<file path="src/rtl/memory_arbiter_rv32.sv">
// memory_arbiter_rv32
//   Shares one single-port RV32 memory between instruction fetch and
//   load/store. One transaction is in flight at a time, sequenced by an
//   IDLE -> ISSUE -> WAIT -> ACK state machine. Data requests win ties.
//   A starvation counter forces fetch to win after MAX_STARVE consecutive
//   losses.
//
// Ports
//   clock, reset             rising-edge clock, asynchronous active-high reset
//   enable                   0 blocks new grants; a transaction in flight completes
//   fetch_req/addr           fetch read request
//   fetch_ack/rdata          one-cycle ack pulse; rdata holds the last fetched word
//   data_req/we/wstrb/addr/wdata   load/store request
//   data_ack/rdata           one-cycle ack pulse; rdata holds the last load word
//   mem_en/we/wstrb/addr/wdata     memory request, mem_en high for exactly one cycle
//   mem_rdata                read data, valid MEM_LATENCY cycles after mem_en is sampled
//   busy                     1 whenever the FSM is not in IDLE
//   state_dbg                current FSM state (0=IDLE 1=ISSUE 2=WAIT 3=ACK)
//
// Handshake: a requester raises req with stable address/data and holds it
//   until its ack pulse. Request inputs are sampled only at the grant edge.
//   In the ack cycle the requester must drop req or present a new request
//   by the following cycle; holding req high means a new request.

module memory_arbiter_rv32 #(
  parameter int ADDR_WIDTH  = 32,
  parameter int MEM_LATENCY = 1,
  parameter int MAX_STARVE  = 3
) (
  input  logic                  clock,
  input  logic                  reset,
  input  logic                  enable,
  input  logic                  fetch_req,
  input  logic [ADDR_WIDTH-1:0] fetch_addr,
  output logic                  fetch_ack,
  output logic [31:0]           fetch_rdata,
  input  logic                  data_req,
  input  logic                  data_we,
  input  logic [3:0]            data_wstrb,
  input  logic [ADDR_WIDTH-1:0] data_addr,
  input  logic [31:0]           data_wdata,
  output logic                  data_ack,
  output logic [31:0]           data_rdata,
  output logic                  mem_en,
  output logic                  mem_we,
  output logic [3:0]            mem_wstrb,
  output logic [ADDR_WIDTH-1:0] mem_addr,
  output logic [31:0]           mem_wdata,
  input  logic [31:0]           mem_rdata,
  output logic                  busy,
  output logic [1:0]            state_dbg
);

  localparam int CW = (MEM_LATENCY < 2) ? 1 : $clog2(MEM_LATENCY + 1);
  localparam int SW = (MAX_STARVE < 2) ? 1 : $clog2(MAX_STARVE + 1);

  typedef enum logic [1:0] {
    S_IDLE  = 2'd0,
    S_ISSUE = 2'd1,
    S_WAIT  = 2'd2,
    S_ACK   = 2'd3
  } state_t;

  state_t          state;
  logic [CW-1:0]   wait_cnt;
  logic [SW-1:0]   starve_cnt;
  logic            grant_data;  // 1 = data side owns the transaction in flight
  logic            grant_we;    // 1 = transaction in flight is a store
  logic            pick_fetch;

  // Fetch wins when alone, or when it has lost MAX_STARVE ties in a row.
  assign pick_fetch = fetch_req && (!data_req || (starve_cnt == SW'(MAX_STARVE)));

  assign state_dbg = state;

  always_ff @(posedge clock or posedge reset) begin
    if (reset) begin
      state       <= S_IDLE;
      wait_cnt    <= '0;
      starve_cnt  <= '0;
      grant_data  <= 1'b0;
      grant_we    <= 1'b0;
      fetch_ack   <= 1'b0;
      fetch_rdata <= '0;
      data_ack    <= 1'b0;
      data_rdata  <= '0;
      mem_en      <= 1'b0;
      mem_we      <= 1'b0;
      mem_wstrb   <= '0;
      mem_addr    <= '0;
      mem_wdata   <= '0;
      busy        <= 1'b0;
    end else begin
      case (state)
        S_IDLE: begin
          if (enable && (fetch_req || data_req)) begin
            state  <= S_ISSUE;
            busy   <= 1'b1;
            mem_en <= 1'b1;
            if (pick_fetch) begin
              grant_data <= 1'b0;
              grant_we   <= 1'b0;
              mem_we     <= 1'b0;
              mem_wstrb  <= 4'b0000;
              mem_addr   <= fetch_addr;
              mem_wdata  <= '0;
              starve_cnt <= '0;
            end else begin
              grant_data <= 1'b1;
              grant_we   <= data_we;
              mem_we     <= data_we;
              // Loads never present strobes to the memory.
              mem_wstrb  <= data_we ? data_wstrb : 4'b0000;
              mem_addr   <= data_addr;
              mem_wdata  <= data_wdata;
              // Only a contested data win counts as a fetch loss.
              if (fetch_req) starve_cnt <= starve_cnt + 1'b1;
            end
          end
        end
        S_ISSUE: begin
          mem_en   <= 1'b0;
          wait_cnt <= CW'(MEM_LATENCY);
          state    <= S_WAIT;
        end
        S_WAIT: begin
          if (wait_cnt == CW'(1)) begin
            state <= S_ACK;
            if (grant_data) begin
              data_ack <= 1'b1;
              if (!grant_we) data_rdata <= mem_rdata;
            end else begin
              fetch_ack   <= 1'b1;
              fetch_rdata <= mem_rdata;
            end
          end else begin
            wait_cnt <= wait_cnt - 1'b1;
          end
        end
        S_ACK: begin
          fetch_ack <= 1'b0;
          data_ack  <= 1'b0;
          busy      <= 1'b0;
          state     <= S_IDLE;
        end
        default: state <= S_IDLE;
      endcase
    end
  end

endmodule

</file>
<file path="config.mk">
export PLATFORM = sky130hd
export DESIGN_NAME = memory_arbiter_rv32
export DESIGN_NICKNAME = d
export VERILOG_FILES = /design/src/rtl/memory_arbiter_rv32.sv
export SDC_FILE = /design/constraint.sdc
export NUM_CORES = 1
export LEC_CHECK = 0
export BUFFER_PORTS_ARGS = -buffer_cell sky130_fd_sc_hd__buf_2
export CAP_MARGIN = 15
export CORE_ASPECT_RATIO = 1.25
export CORE_MARGIN = 4
export CORE_UTILIZATION = 50
export DETAILED_ROUTE_END_ITERATION = 12
export HOLD_SLACK_MARGIN = 0.03
export PLACE_DENSITY = 0.85
export SETUP_SLACK_MARGIN = 0.5
export SYNTH_ARGS = -nofsm -noshare
export SYNTH_HDL_FRONTEND = slang
export SYNTH_SLANG_ARGS = --single-unit
</file>
<file path="constraint.sdc">
create_clock -name clock -period 11.5 [get_ports clock]
set_input_delay 1.15 -clock clock [delete_from_list [all_inputs] [get_ports clock]]
set_output_delay 1.15 -clock clock [all_outputs]
set_load 0.03 [all_outputs]
</file>
==> impl_metrics.env <==
export IMPL_yosys_area_top_type="dfrtp_1"
export IMPL_netlist_area_leader_share_pct=61.57
export IMPL_root_buffer="clkbuf_16"
export IMPL_worst_r2r_cell_count=5
export IMPL_fin_hold_ws_ns=0.4840
export IMPL_hold_viol=0
export IMPL_hpwl_mm=11.36
export IMPL_area_growth_pct=34.27
export IMPL_routed_wl_mm=15.82
export IMPL_endpoint="mem_wstrb[2]"
export IMPL_p_per_area_mw_per_mm2=344.0
export IMPL_cellInternalPower_mw=1.486
export IMPL_drive_gt1_share_pct=43.90
export IMPL_maxCapViolations=0
export IMPL_drc=0
export IMPL_gp_congestion=0.8610
export IMPL_end_kind="register"
export IMPL_postPlaceCellArea_mm2=0.007193
export IMPL_rsz0062_at_grt="false"
export IMPL_final_setup_tns_ns=0
export IMPL_post_route_period_util_pct=23.94
export IMPL_fp_coreArea_mm2=0.01124
export IMPL_final_cells=873
export IMPL_viasPerCell=5.572
export IMPL_netlist_instances=461
export IMPL_portBuffers=276
export IMPL_synthFlopType="dfrtp_1"
export IMPL_grt_pass1_wl_mm=24.94
export IMPL_p_leak_nw=3.854
export IMPL_max_clock_path_buffers=2
export IMPL_cts_resized=0
export IMPL_sw_frac_of_total_pct=44.66
export IMPL_fillCellCount=832
export IMPL_yosys_warnings=0
export IMPL_switching_power_mw=1.199
export IMPL_ctsHoldBuffers=0
export IMPL_cts_setup_buffers=0
export IMPL_pwr_share_comb_pct=45.8
export IMPL_r2r_start="state_dbg[0]"
export IMPL_cts_tree="done"
export IMPL_max_freq_mhz=363.2
export IMPL_fp_dieH_um=128.5
export IMPL_grt_pass1_vias=5026
export IMPL_pin_count=277
export IMPL_synth_avg_cell_area_um2=12.61
export IMPL_grt_usage_pct=23.29
export IMPL_crit_arrival_ns=3.07
export IMPL_die_x_um=104.4
export IMPL_ys_top_cells_by_count="dfrtp_1 (143), mux2_1 (59), o21ai_0 (35)"
export IMPL_hold_class="reg2reg"
export IMPL_yosys_cell_types_count=32
export IMPL_first_pass_iters=5
export IMPL_start_util_pct=51.69
export IMPL_r2r_end="mem_wstrb[2]"
export IMPL_wire_per_inst_um=18.13
export IMPL_regToRegSetupSlack_ns=9.20
export IMPL_antenna_found_initial=0
export IMPL_synth_most_common_cell="dfrtp_1"
export IMPL_pwr_share_clk_pct=20.6
export IMPL_grt_overflow_total=0
export IMPL_ys_seq_elements=143
export IMPL_cts_sinks=143
export IMPL_status="complete, no violations"
export IMPL_finalNetCount=868
export IMPL_std_cell_rows=43
export IMPL_n_antenna_cell=0
export IMPL_utilization_pct=69.40
export IMPL_path_class="in2reg"
export IMPL_ir_worst_vdd_uv=185.3
export IMPL_grt_max_degree=75
export IMPL_drv_slew=0
export IMPL_ys_seq_area_share_pct=61.57
export IMPL_final_area_mm2=0.007804
export IMPL_htreeDepth=4
export IMPL_clk_latency_ns=0.40
export IMPL_critPathMaxFanout=39
export IMPL_p_seq_share_pct=33.6
export IMPL_vias=4864
export IMPL_required_ns=11.82
export IMPL_async_flop_share_pct=100.0
export IMPL_netlist_top_cells_area="dfrtp_1 (62%), mux2_1 (11%), a22o_1 (4.8%), a31oi_1 (3.4%), o21ai_0 (3.0%)"
export IMPL_tightest_slew_ns=1.141
export IMPL_setup_viol=0
export IMPL_clock_skew_ns=0.01088
export IMPL_synth_edf_count=0
export IMPL_relSlewSlack_pct=23.95
export IMPL_first_iter_violations=295
export IMPL_place_inst=840
export IMPL_syn_area_mm2=0.005812
export IMPL_syn_nets=604
export IMPL_clkTransAtPathRegs_ns=0.06
export IMPL_dieArea_mm2=0.01342
export IMPL_min_period_ns=2.754
export IMPL_crit_start="fetch_req"
export IMPL_antenna_left=0
export IMPL_numCtsBuffers=17
export IMPL_worstSetupStartpointType="input port"
cells by family after synthesis:
family                     Yosys count  synth area share, %
DFF                                143                61.57
and+or+nand+nor                     58                4.392
muxes                               66                12.77
AOI/OAI and AO/OA                  148                16.43
adders and majority gates            5                1.076
buffers and inverters               41                3.767
worst max-delay path: stages:
cell and delay, ns:
buf_2 0.57, o211a_1 1.03, nand2_1 0.15, o21ai_1 0.16
layout make-up:
class	count	area, um2	area share (%)
Clock inverter	13	152.6	1.956
Sequential cell	143	3578	45.86
Inverter	6	27.53	0.3527
Multi-Input combinational cell	277	2014	25.81
Clock buffer	19	442.9	5.676
Timing Repair Buffer	280	1419	18.18
Tap cell	135	168.9	2.165
sequential cells by signal, indices dropped and copies added, names as in the netlist, 2 cells and up:
register     count
starve_cnt       2
state_dbg        2
mem_addr        32
mem_wdata       32
mem_wstrb        4
data_rdata      32
fetch_rdata     32
metrics by stage:
stage,power (mW),setup WS [ns]
after floorplan,1.752,6.512
after global placement,2.096,8.335
after detailed placement,2.144,8.230
after CTS,2.705,8.609
after global routing,2.823,8.545
final,2.685,8.746
worst min path at each step:
stage                     cells past startpoint  slack, ns            start               to
final                                         1       0.48  fetch_rdata[16]  fetch_rdata[16]
after global routing                          1       0.51    mem_wdata[21]    mem_wdata[21]
after CTS                                     1       0.49  fetch_rdata[25]  fetch_rdata[25]
after detailed placement                      1       0.48  fetch_rdata[25]  fetch_rdata[25]
after global placement                        1       0.47   fetch_rdata[5]   fetch_rdata[5]
after floorplan                               1       0.45    starve_cnt[0]    starve_cnt[0]
layout by cell type, fill, tap and decap left out, types with 6 or more instances in the layout:
| cell type | instances |
|---|---|
| clkbuf_16 | 17 |
| dfrtp_1 | 143 |
| o21ai_0 | 35 |
| mux2_1 | 59 |
| nand2_1 | 13 |
| o21ai_1 | 6 |
| nor2_1 | 32 |
| buf_2 | 276 |
| a21oi_1 | 34 |
| a22o_1 | 32 |
| mux2_2 | 6 |
| inv_6 | 6 |
| a31oi_1 | 32 |
metal layers:
metal	vias up	wire, um	track usage, %
met5	-	0	0
met4	0	345	9.077
met1	2375	6249	28.24
met2	253	8059	40.27
li1	2205	-	-
met3	31	1169	5.871
power groups by stage:
stage                     combinational [mW]  sequential [mW]  clock [mW]
after global routing                    1.31            0.933       0.584
after detailed placement                1.24            0.903           0
after global placement                  1.21            0.888           0
after CTS                               1.24            0.902       0.562
after floorplan                        0.377             1.37           0
final                                   1.23            0.903       0.552
Note: power is estimated with default switching activity, not from simulation.
